`config.mk`:
```
export PLATFORM = sky130hd
export DESIGN_NAME = mem_arbiter_flat
export DESIGN_NICKNAME = d
export VERILOG_FILES = /design/src/rtl/mem_arbiter_if.sv /design/src/rtl/mem_arbiter.sv /design/src/flat_wrapper.sv
export SDC_FILE = /design/constraint.sdc
export NUM_CORES = 1
export LEC_CHECK = 0
export BUFFER_PORTS_ARGS = -buffer_cell sky130_fd_sc_hd__buf_4
export CORE_AREA = 2 2 201 203
export CTS_CLUSTER_DIAMETER = 120
export CTS_CLUSTER_SIZE = 24
export DETAILED_ROUTE_END_ITERATION = 12
export DIE_AREA = 0 0 203 205
export PLACE_DENSITY_LB_ADDON = 0.15
export SLEW_MARGIN = 20
export SYNTH_ARGS = -nofsm -noshare
export SYNTH_HDL_FRONTEND = slang
export SYNTH_SLANG_ARGS = --single-unit
```
`constraint.sdc`:
```
create_clock -name clk -period 5.2 [get_ports clk]
set_input_delay 0.52 -clock clk [delete_from_list [all_inputs] [get_ports clk]]
set_output_delay 0.52 -clock clk [all_outputs]
set_load 0.005 [all_outputs]
```
`src/rtl/mem_arbiter_if.sv`:
```
// Bus bundle for mem_arbiter: I-cache port, D-cache port and SDRAM burst port.
// The slave modport is the arbiter's view; master is the view of the
// environment that drives the caches and the SDRAM controller.
interface mem_arbiter_if;
  // I-cache side
  logic         i_req;
  logic [31:0]  i_addr;
  logic         i_done;
  logic         i_err;
  logic [127:0] i_rdata;
  // D-cache side
  logic         d_req;
  logic         d_we;
  logic [31:0]  d_addr;
  logic [127:0] d_wdata;
  logic         d_done;
  logic         d_err;
  logic [127:0] d_rdata;
  // SDRAM controller side
  logic         sdram_req;
  logic         sdram_we;
  logic [23:0]  sdram_addr;
  logic         sdram_ack;
  logic [15:0]  sdram_wdata;
  logic         sdram_wnext;
  logic [15:0]  sdram_rdata;
  logic         sdram_rvalid;
  logic         sdram_done;

  modport slave (
    input  i_req, i_addr, d_req, d_we, d_addr, d_wdata,
           sdram_ack, sdram_wnext, sdram_rdata, sdram_rvalid, sdram_done,
    output i_done, i_err, i_rdata, d_done, d_err, d_rdata,
           sdram_req, sdram_we, sdram_addr, sdram_wdata
  );

  modport master (
    output i_req, i_addr, d_req, d_we, d_addr, d_wdata,
           sdram_ack, sdram_wnext, sdram_rdata, sdram_rvalid, sdram_done,
    input  i_done, i_err, i_rdata, d_done, d_err, d_rdata,
           sdram_req, sdram_we, sdram_addr, sdram_wdata
  );
endinterface

```
`src/rtl/mem_arbiter.sv`:
```
// mem_arbiter: shares one SDRAM burst port between the I-cache refill path and
// the D-cache refill/write-back path. One 128-bit line per transaction, moved
// as 8 x 16-bit words, MSB word first. Round-robin on ties, out-of-range
// addresses answered with an error and no SDRAM access.
// Optional: define MEM_ARB_PERF_EN to add grant and wait-cycle counters.
module mem_arbiter #(
  parameter int          BURST_LEN = 8,
  parameter logic [31:0] MEM_TOP   = 32'h01ff_ffff
) (
  input logic          clk,
  input logic          rst,
  mem_arbiter_if.slave bus
`ifdef MEM_ARB_PERF_EN
  ,
  output logic [31:0]  perf_i_grants,
  output logic [31:0]  perf_d_grants,
  output logic [31:0]  perf_wait_cycles
`endif
);

  localparam logic [3:0] LAST_CNT = 4'(BURST_LEN);

  typedef enum logic [2:0] {S_IDLE, S_REQ, S_WR, S_RD, S_RESP, S_ERR} state_e;
  typedef enum logic {GNT_I = 1'b0, GNT_D = 1'b1} gnt_e;

  state_e           state_q, state_d;
  gnt_e             grant_q, grant_d;
  gnt_e             last_q, last_d;
  logic             we_q, we_d;
  logic [31:0]      addr_q, addr_d;
  logic [7:0][15:0] line_q, line_d;
  logic [3:0]       cnt_q, cnt_d;
  logic             seen_q, seen_d;
  logic [127:0]     i_rdata_q, i_rdata_d;
  logic [127:0]     d_rdata_q, d_rdata_d;

  gnt_e             pick;
  logic [31:0]      pick_addr;
  logic [3:0]       cnt_inc;
  logic             seen_now;
  logic [2:0]       widx;
  logic             fin;
  logic             busy;

  // Word k of the line sits at packed index 7-k, i.e. the bitwise inverse of k.
  assign widx = ~cnt_q[2:0];

  // Next-state, latched request fields and line buffer updates.
  always_comb begin
    // NOTE: every variable gets a default first so no path can infer a latch.
    state_d   = state_q;
    grant_d   = grant_q;
    last_d    = last_q;
    we_d      = we_q;
    addr_d    = addr_q;
    line_d    = line_q;
    cnt_d     = cnt_q;
    seen_d    = seen_q;
    i_rdata_d = i_rdata_q;
    d_rdata_d = d_rdata_q;
    cnt_inc   = cnt_q;
    seen_now  = seen_q | bus.sdram_done;

    if (bus.i_req && bus.d_req) pick = (last_q == GNT_I) ? GNT_D : GNT_I;
    else if (bus.d_req)         pick = GNT_D;
    else                        pick = GNT_I;
    pick_addr = (pick == GNT_D) ? bus.d_addr : bus.i_addr;

    unique case (state_q)
      S_IDLE: begin
        cnt_d  = '0;
        seen_d = 1'b0;
        if (bus.i_req || bus.d_req) begin
          grant_d = pick;
          we_d    = (pick == GNT_D) && bus.d_we;
          addr_d  = pick_addr;
          line_d  = bus.d_wdata;
          state_d = (pick_addr > MEM_TOP) ? S_ERR : S_REQ;
        end
      end
      S_REQ: begin
        if (bus.sdram_ack) state_d = we_q ? S_WR : S_RD;
      end
      S_WR: begin
        if (bus.sdram_wnext && cnt_q != LAST_CNT) cnt_inc = cnt_q + 4'd1;
        cnt_d  = cnt_inc;
        seen_d = seen_now;
        if (cnt_inc == LAST_CNT && seen_now) state_d = S_RESP;
      end
      S_RD: begin
        if (bus.sdram_rvalid && cnt_q != LAST_CNT) begin
          line_d[widx] = bus.sdram_rdata;
          cnt_inc      = cnt_q + 4'd1;
        end
        cnt_d  = cnt_inc;
        seen_d = seen_now;
        // A burst that ends before the line is full is a protocol fault.
        if (seen_now) state_d = (cnt_inc == LAST_CNT) ? S_RESP : S_ERR;
      end
      S_RESP: begin
        last_d  = grant_q;
        cnt_d   = '0;
        state_d = S_IDLE;
        if (grant_q == GNT_D) d_rdata_d = line_q;
        else                  i_rdata_d = line_q;
      end
      S_ERR: begin
        last_d  = grant_q;
        cnt_d   = '0;
        state_d = S_IDLE;
        if (grant_q == GNT_D) d_rdata_d = '0;
        else                  i_rdata_d = '0;
      end
      default: state_d = S_IDLE;
    endcase
  end

  // State and datapath registers; synchronous reset aborts any burst.
  always_ff @(posedge clk) begin
    // NOTE: non-blocking assignments so every flop samples pre-edge values.
    if (rst) begin
      state_q   <= S_IDLE;
      grant_q   <= GNT_I;
      last_q    <= GNT_I;
      we_q      <= 1'b0;
      addr_q    <= '0;
      line_q    <= '0;
      cnt_q     <= '0;
      seen_q    <= 1'b0;
      i_rdata_q <= '0;
      d_rdata_q <= '0;
    end else begin
      state_q   <= state_d;
      grant_q   <= grant_d;
      last_q    <= last_d;
      we_q      <= we_d;
      addr_q    <= addr_d;
      line_q    <= line_d;
      cnt_q     <= cnt_d;
      seen_q    <= seen_d;
      i_rdata_q <= i_rdata_d;
      d_rdata_q <= d_rdata_d;
    end
  end

  assign fin  = (state_q == S_RESP) || (state_q == S_ERR);
  assign busy = (state_q == S_REQ) || (state_q == S_WR) || (state_q == S_RD);

  // Responses are decoded from the state; rdata shows the new line during the
  // done cycle and the registered copy holds it afterwards.
  assign bus.i_done  = fin && (grant_q == GNT_I);
  assign bus.i_err   = (state_q == S_ERR) && (grant_q == GNT_I);
  assign bus.i_rdata = bus.i_done ? ((state_q == S_RESP) ? line_q : '0) : i_rdata_q;
  assign bus.d_done  = fin && (grant_q == GNT_D);
  assign bus.d_err   = (state_q == S_ERR) && (grant_q == GNT_D);
  assign bus.d_rdata = bus.d_done ? ((state_q == S_RESP) ? line_q : '0) : d_rdata_q;

  // Line-aligned SDRAM word address; low nibble of the byte address dropped.
  assign bus.sdram_req   = (state_q == S_REQ);
  assign bus.sdram_we    = busy && we_q;
  assign bus.sdram_addr  = busy ? {addr_q[24:4], 3'b000} : '0;
  assign bus.sdram_wdata = ((state_q == S_WR) && cnt_q != LAST_CNT) ? line_q[widx] : '0;

`ifdef MEM_ARB_PERF_EN
  logic [31:0] pi_q, pi_d, pd_q, pd_d, pw_q, pw_d;

  // Grant counts on each IDLE grant; wait count while the other side is held off.
  always_comb begin
    pi_d = pi_q;
    pd_d = pd_q;
    pw_d = pw_q;
    if (state_q == S_IDLE) begin
      if (bus.i_req || bus.d_req) begin
        if (pick == GNT_D) pd_d = pd_q + 32'd1;
        else               pi_d = pi_q + 32'd1;
      end
      if (bus.i_req && bus.d_req) pw_d = pw_q + 32'd1;
    end else if ((grant_q == GNT_I) ? bus.d_req : bus.i_req) begin
      pw_d = pw_q + 32'd1;
    end
  end

  // Performance counter registers.
  always_ff @(posedge clk) begin
    if (rst) begin
      pi_q <= '0;
      pd_q <= '0;
      pw_q <= '0;
    end else begin
      pi_q <= pi_d;
      pd_q <= pd_d;
      pw_q <= pw_d;
    end
  end

  assign perf_i_grants    = pi_q;
  assign perf_d_grants    = pd_q;
  assign perf_wait_cycles = pw_q;
`endif

endmodule

```
`src/flat_wrapper.sv`:
```
// flat-port wrapper written by rule: the top's interface ports become plain ports
module mem_arbiter_flat 
#(
  parameter int          BURST_LEN = 8,
  parameter logic [31:0] MEM_TOP   = 32'h01ff_ffff
)
  (clk, rst, bus_i_req, bus_i_addr, bus_d_req, bus_d_we, bus_d_addr, bus_d_wdata, bus_sdram_ack, bus_sdram_wnext, bus_sdram_rdata, bus_sdram_rvalid, bus_sdram_done, bus_i_done, bus_i_err, bus_i_rdata, bus_d_done, bus_d_err, bus_d_rdata, bus_sdram_req, bus_sdram_we, bus_sdram_addr, bus_sdram_wdata);
  mem_arbiter_if bus_i ();
  input logic clk;
  input logic rst;
  input wire logic [$bits(bus_i.i_req)-1:0] bus_i_req;
  input wire logic [$bits(bus_i.i_addr)-1:0] bus_i_addr;
  input wire logic [$bits(bus_i.d_req)-1:0] bus_d_req;
  input wire logic [$bits(bus_i.d_we)-1:0] bus_d_we;
  input wire logic [$bits(bus_i.d_addr)-1:0] bus_d_addr;
  input wire logic [$bits(bus_i.d_wdata)-1:0] bus_d_wdata;
  input wire logic [$bits(bus_i.sdram_ack)-1:0] bus_sdram_ack;
  input wire logic [$bits(bus_i.sdram_wnext)-1:0] bus_sdram_wnext;
  input wire logic [$bits(bus_i.sdram_rdata)-1:0] bus_sdram_rdata;
  input wire logic [$bits(bus_i.sdram_rvalid)-1:0] bus_sdram_rvalid;
  input wire logic [$bits(bus_i.sdram_done)-1:0] bus_sdram_done;
  output wire logic [$bits(bus_i.i_done)-1:0] bus_i_done;
  output wire logic [$bits(bus_i.i_err)-1:0] bus_i_err;
  output wire logic [$bits(bus_i.i_rdata)-1:0] bus_i_rdata;
  output wire logic [$bits(bus_i.d_done)-1:0] bus_d_done;
  output wire logic [$bits(bus_i.d_err)-1:0] bus_d_err;
  output wire logic [$bits(bus_i.d_rdata)-1:0] bus_d_rdata;
  output wire logic [$bits(bus_i.sdram_req)-1:0] bus_sdram_req;
  output wire logic [$bits(bus_i.sdram_we)-1:0] bus_sdram_we;
  output wire logic [$bits(bus_i.sdram_addr)-1:0] bus_sdram_addr;
  output wire logic [$bits(bus_i.sdram_wdata)-1:0] bus_sdram_wdata;
  assign bus_i.i_req = bus_i_req;
  assign bus_i.i_addr = bus_i_addr;
  assign bus_i.d_req = bus_d_req;
  assign bus_i.d_we = bus_d_we;
  assign bus_i.d_addr = bus_d_addr;
  assign bus_i.d_wdata = bus_d_wdata;
  assign bus_i.sdram_ack = bus_sdram_ack;
  assign bus_i.sdram_wnext = bus_sdram_wnext;
  assign bus_i.sdram_rdata = bus_sdram_rdata;
  assign bus_i.sdram_rvalid = bus_sdram_rvalid;
  assign bus_i.sdram_done = bus_sdram_done;
  assign bus_i_done = bus_i.i_done;
  assign bus_i_err = bus_i.i_err;
  assign bus_i_rdata = bus_i.i_rdata;
  assign bus_d_done = bus_i.d_done;
  assign bus_d_err = bus_i.d_err;
  assign bus_d_rdata = bus_i.d_rdata;
  assign bus_sdram_req = bus_i.sdram_req;
  assign bus_sdram_we = bus_i.sdram_we;
  assign bus_sdram_addr = bus_i.sdram_addr;
  assign bus_sdram_wdata = bus_i.sdram_wdata;
  mem_arbiter #(.BURST_LEN(BURST_LEN), .MEM_TOP(MEM_TOP)) u_core (.clk(clk), .rst(rst), .bus(bus_i));
endmodule
```
# Word level (Yosys, flattened, before mapping)
# Index checks and enable logic that the tools add are counted.
word_totals:
  output_inout_bits: 302
  regBits: 420
  word_cells: 107
  inputBits: 217
classes:
  eq_ne: 17
  addsub: 1
  n_mux: 37
  n_bitwise: 3
  n_lt_le_gt_ge: 3
  reduce_logical: 29
op_table:
  columns: ["cell", "n"]
  rows:
  - ["128-bit two-way mux", 9]
  - ["128-bit one-hot mux with 2 select lines", 3]
  - ["128-bit bitwise mux", 1]
  - ["16-bit binary-select mux with 3-bit select", 1]
  - ["16-bit demux with 3-bit select", 1]
  - ["16-bit two-way mux", 3]
  - ["32-bit by 25-bit > comparator with 1-bit output, second input constant", 1]
  - ["32-bit two-way mux", 1]
  - ["24-bit two-way mux", 1]
  - ["4-bit two-way mux", 4]
  - ["3-bit two-way mux", 5]
  - ["1-bit logical AND", 12]
  - ["2-bit by 1-bit inequality test with 1-bit output, second input constant", 6]
  - ["3-bit one-hot mux with 4 select lines", 1]
  - ["4-bit one-hot mux with 3 select lines", 1]
  - ["3-bit AND reduction", 3]
  - ["4-bit equality test, second input constant", 2]
  - ["3-bit by 2-bit equality test with 1-bit output, second input constant", 2]
  - ["3-bit equality test, second input constant", 2]
  - ["2-bit inequality test, second input constant", 3]
  - ["2-bit nonzero test", 3]
  - ["1-bit two-way mux", 5]
  - ["4-bit by 1-bit adder with 4-bit output, second input constant", 1]
  - ["1-bit logical OR", 4]
  - ["other kinds (14)", 15]

# Longest topological paths before layout
depth:
  word_depth: 8
  mapped_depth: 10
  depth_no_buf: 7

# Worst setup path after synthesis
# No wires, ideal clock.
synth_path:
  path_type: "register -> output"
  start: "register u_core.cnt_q[0]"
  end: "output bus_sdram_wdata[11]"
  stages_incl_launch_ff: 7
  slack_ns: 2.908
  t_required_ns: 4.680
  arrival_time_ns: 1.772
  n_path_buf: 1
  path_cell_list: "dfxtp_1 > clkinv_1 > ha_1 > nand3b_2 > nand3_1 > clkbuf_1 > a41oi_1"
synth_via:
  elab_chain_len: 4
  elab_cells_between_ends: 6
  classes_between: "1 x eq/ne; 3 x mux; 1 x bitwise; 1 x reduce/logical"
synth_lines:
  columns: ["element", "line", "source"]
  rows:
  - ["from (decl)", "mem_arbiter.sv:32", "logic [3:0] cnt_q, cnt_d;"]
  - ["from (signal assigned)", "mem_arbiter.sv:139", "cnt_q <= cnt_d;"]
  - ["3-bit NOT", "mem_arbiter.sv:46", "assign widx = ~cnt_q[2:0];"]
  - ["16-bit binary-select mux with 3-bit select", "mem_arbiter.sv:162", "assign bus.sdram_wdata = ((state_q == S_WR) && cnt_q != LAST_CNT) ? line_q[widx] : '0;"]
  - ["16-bit two-way mux (implied by the code)", "mem_arbiter.sv:162", null]
  - ["16-bit two-way mux (*)", "mem_arbiter.sv:162", null]
  - ["to (decl)", "flat_wrapper.sv:31", "output wire logic [$bits(bus_i.sdram_wdata)-1:0] bus_sdram_wdata;"]
# Mark *: on every way between the ends. The rest lies on a longest branch, timed or not. The select of a mux whose other input is x is not followed.

# Worst setup path in the final report
layout_path:
  start: "register u_core.cnt_q[0]"
  end: "output bus_sdram_wdata[2]"
# The elaborated chain is that of the path after synthesis.

==> summary.md <==
| Metric | Value |
|---|---|
| Power share of the sequential group | 0.483 |
| Fin cells | 2763 |
| Routed len/inst | 25.45 um |
| Crit-path max FO | 16 |
| Dominant synthesized flop cell | dfxtp_1 |
| Rows | 73 |
| Hold_buf cts | 0 |
| Worst path max stage delay | 0.67 ns |
| DRT Pass-1 Iters | 5 |
| Measured slew at the worst slew-check pin | 1.045 ns |
| Max-cap violations | 0 |
| Num CTS Buffers | 21 |
| Worst-skew pair later-pin latency | 0.56 ns |
| Sink Count | 416 |
| Die area | 41620 um^2 |
| Routability cong. | 0.8738 |
| Clk pwr share | 0.179 |
| Tcrit/Tclk final | 0.7717 |
| Largest net degree at the start of global routing | 177 |
| Unique cell type count in the Yosys netlist | 59 |
| First-pass GRT wire length | 101300 um |
| Max Fclk | 0.2492 GHz |
| Max VDD drop | 285.9 uV |
| Clk pin slew, worst setup/hold paths | 0.10 ns |
| Startpoint types | register |
| Seq/Total Area, Yosys | 0.4791 |
| Reg area | 8328 um^2 |
| Post-CTS Setup Inserts | 0 |
| CTS root buffer | clkbuf_16 |
| Final Util | 0.5552 |
| Top cells by area, synth | dfxtp_1, a22o_1, nor2b_1 |
| NetSw | 4.022 mW |
| Vias in the first global route | 15.23k |
| Tmin final | 4.013 ns |
| Int Pwr | 5.989 mW |
| Post-route DRC | 0 |
| # IOs | 519 |
| Area grow syn2layout | 25.75% |
| Final Max Tran Viols | 0 |
| WP data required | 4.68 ns |
| Logic pwr share | 0.338 |
| Die height | 205 um |
| Asr flop ratio synth | 0 |
| Filler cell count | 3575 |
| Synthesis warning total | 0 |
| H-tree depth | 1 |
| Core Area | 39370 um^2 |
| GRT Overall Usage | 0.3235 |
| Final wirelength | 70310 um |
| CP arrival | 3.49 ns |
| Cell-by-cell trace of the critical path | clkinv_1 -> ha_1 -> nand3b_2 -> nand3_1 -> a41oi_1 -> buf_4 |
| Violation count after the first detailed-route iteration | 1539 |
| Routed vias | 16.18k |
| Dpl ws | 1.761 ns |
| CTS tree | built |
| Gate Count Post-Synth | 1873 |
| Crit. End Element | output port |
| Count of final hold-check violations | 0 |
| Starting Density | 0.4415 |
| Setup Crit Path Kind | register to output port |
| Lkg Pwr | 9.334 nW |
| Detail Placement HPWL | 49330 um |
| Synth top area share | 0.4791 |
| Worst min path class | input pin to register |
| Fin Setup TNS | 0 ns |
| Outcome | complete, no violations |
| Pwr per Cell Area | 458.0 nW/um^2 |
| Synthesized area per cell | 9.280 um^2 |
| Switching part of the total | 0.4018 |
| Netlist Area Pre-Place | 17380 um^2 |
| Port bufs | 507 |
| Setup Viol. Count Final | 0 |
| Initial antenna violation count | 2 |
| Final nets | 2456 |
| Slowest-stage cell, CP | dfxtp_1 |
| Grt total ovfl | 0 |
| Dominant cell type by area after synthesis | dfxtp_1 |
| Layout Skew | 0.02441 ns |
| DRT antenna net count | 0 |
| Multi-input logic area | 8283 um^2 |
| Max-slew headroom | 0.3035 |
| Yosys reg bits | 416 |
| Max Root-Sink Buffers | 3 |
| Fin worst setup slack | 1.187 ns |
| Vias per inst | 5.854 |
| Die Width | 203 um |
| Layout cells sized above 1 | 0.2683 |
| Post-CTS Resized | 0 |
| EDFF count, synth | 0 |
| DP Cell Count | 2739 |
| Unrepaired setup endpoints after global routing | no |
## power groups by stage
stage	registers, mW	clock network [mW]	logic (mW)
floorplan	4.26	0	2.18
global placement	4.85	0	3.31
detailed placement	4.86	0	3.35
CTS	4.79	1.82	3.37
global route	4.86	1.93	3.69
finish	4.83	1.80	3.38
## final timing paths
| check | startpoint | end | slack (ns) | cells after the start |
|---|---|---|---|---|
| hold reg to reg | u_core.addr_q[11]$_SDFFE_PP0P_ | u_core.addr_q[11]$_SDFFE_PP0P_ | 0.49 | 2 |
| setup reg to reg | u_core.cnt_q[0]$_SDFFE_PP0P_ | u_core.line_q[96]$_SDFFE_PP0P_ | 1.73 | 6 |
| setup / recovery | u_core.cnt_q[0]$_SDFFE_PP0P_ | bus_sdram_wdata[2] | 1.19 | 6 |
| hold / removal | bus_d_we | u_core.we_q$_SDFFE_PP0P_ | 0.22 | 3 |
## cell usage after synthesis, drive strengths merged, types with 7 or more instances
| master | count |
|---|---|
| a211oi | 22 |
| a21oi | 22 |
| a22o | 261 |
| a22oi | 55 |
| a31oi | 7 |
| a41oi | 11 |
| and2 | 25 |
| buf | 53 |
| clkbuf | 133 |
| dfxtp | 416 |
| inv | 13 |
| mux2i | 22 |
| nand2 | 20 |
| nor2 | 355 |
| nor2b | 260 |
| nor3 | 8 |
| nor4 | 67 |
| o21ai | 7 |
| o221a | 64 |
## metal layers
layer / global-route usage / wire [um] / up-vias
met1: 0.4281 / 28920 / 7903
met5: 0 / 0 / -
met2: 0.5274 / 32920 / 759
li1: - / - / 7393
met3: 0.06013 / 5677 / 120
met4: 0.1181 / 2792 / 0
## per-stage QoR
step,hold slack [ns],area (um^2),power (mW)
after global placement,0.4717,21310,8.153
after CTS,0.1907,21850,9.985
after global routing,0.2109,21860,10.47
final,0.2210,21860,10.01
after detailed placement,0.4791,21310,8.214
after floorplan,0.4336,17390,6.442
## flip-flops by register name, summed over array words and instances, names as in the netlist
name	cells
u_core.line_q	128
u_core.state_q	3
u_core.i_rdata_q	128
u_core.last_q	1
u_core.d_rdata_q	128
u_core.we_q	1
u_core.cnt_q	4
u_core.addr_q	21
u_core.grant_q	1
u_core.seen_q	1
## area by class of cell
type,count,share of cell area
Antenna cell,2,0.0002290
Clock buffer,21,0.02404
Clock inverter,1,0.0007442
Inverter,15,0.002576
Multi-Input combinational cell,1258,0.3790
Sequential cell,416,0.3810
Tap cell,525,0.03005
Timing Repair Buffer,525,0.1824
## worst max-delay path: cells and delay by family (launching register included)
family | cells | cell delay, ns
simple gates | 2 | 0.77
buf+inv | 2 | 0.62
compound gates | 1 | 0.44
flops | 1 | 0.67
fa+ha+maj | 1 | 0.41
## layout by cell type, fill, tap and decap left out, drive strengths merged, types with 3 or more instances in the layout
cell type	netlist	final
nor4	67	67
nand2b	3	3
nor3	8	8
buf	53	525
a22oi	55	55
and3	4	4
nand3	4	4
mux2i	22	22
a211oi	22	22
conb	1	3
o211ai	3	3
nor2b	260	260
inv	13	14
clkbuf	133	21
nand4	3	3
a221oi	6	6
a41oi	11	11
a22o	261	261
nand2	20	20
nor2	355	355
a21oi	22	22
o221a	64	64
and2	25	25
a31oi	7	7
dfxtp	416	416
o21ai	7	7
## logic make-up after synthesis
group / count (synthesis) / share of synthesized area
and+or+nand+nor: 758 / 0.2219
AOI/OAI and AO/OA: 472 / 0.2363
DFF: 416 / 0.4791
buffers and inverters: 201 / 0.04765
muxes: 23 / 0.01332
adders and majority gates: 2 / 0.001439
other: 1 / 0.0002157
Note: power is estimated with default switching activity, not from simulation.
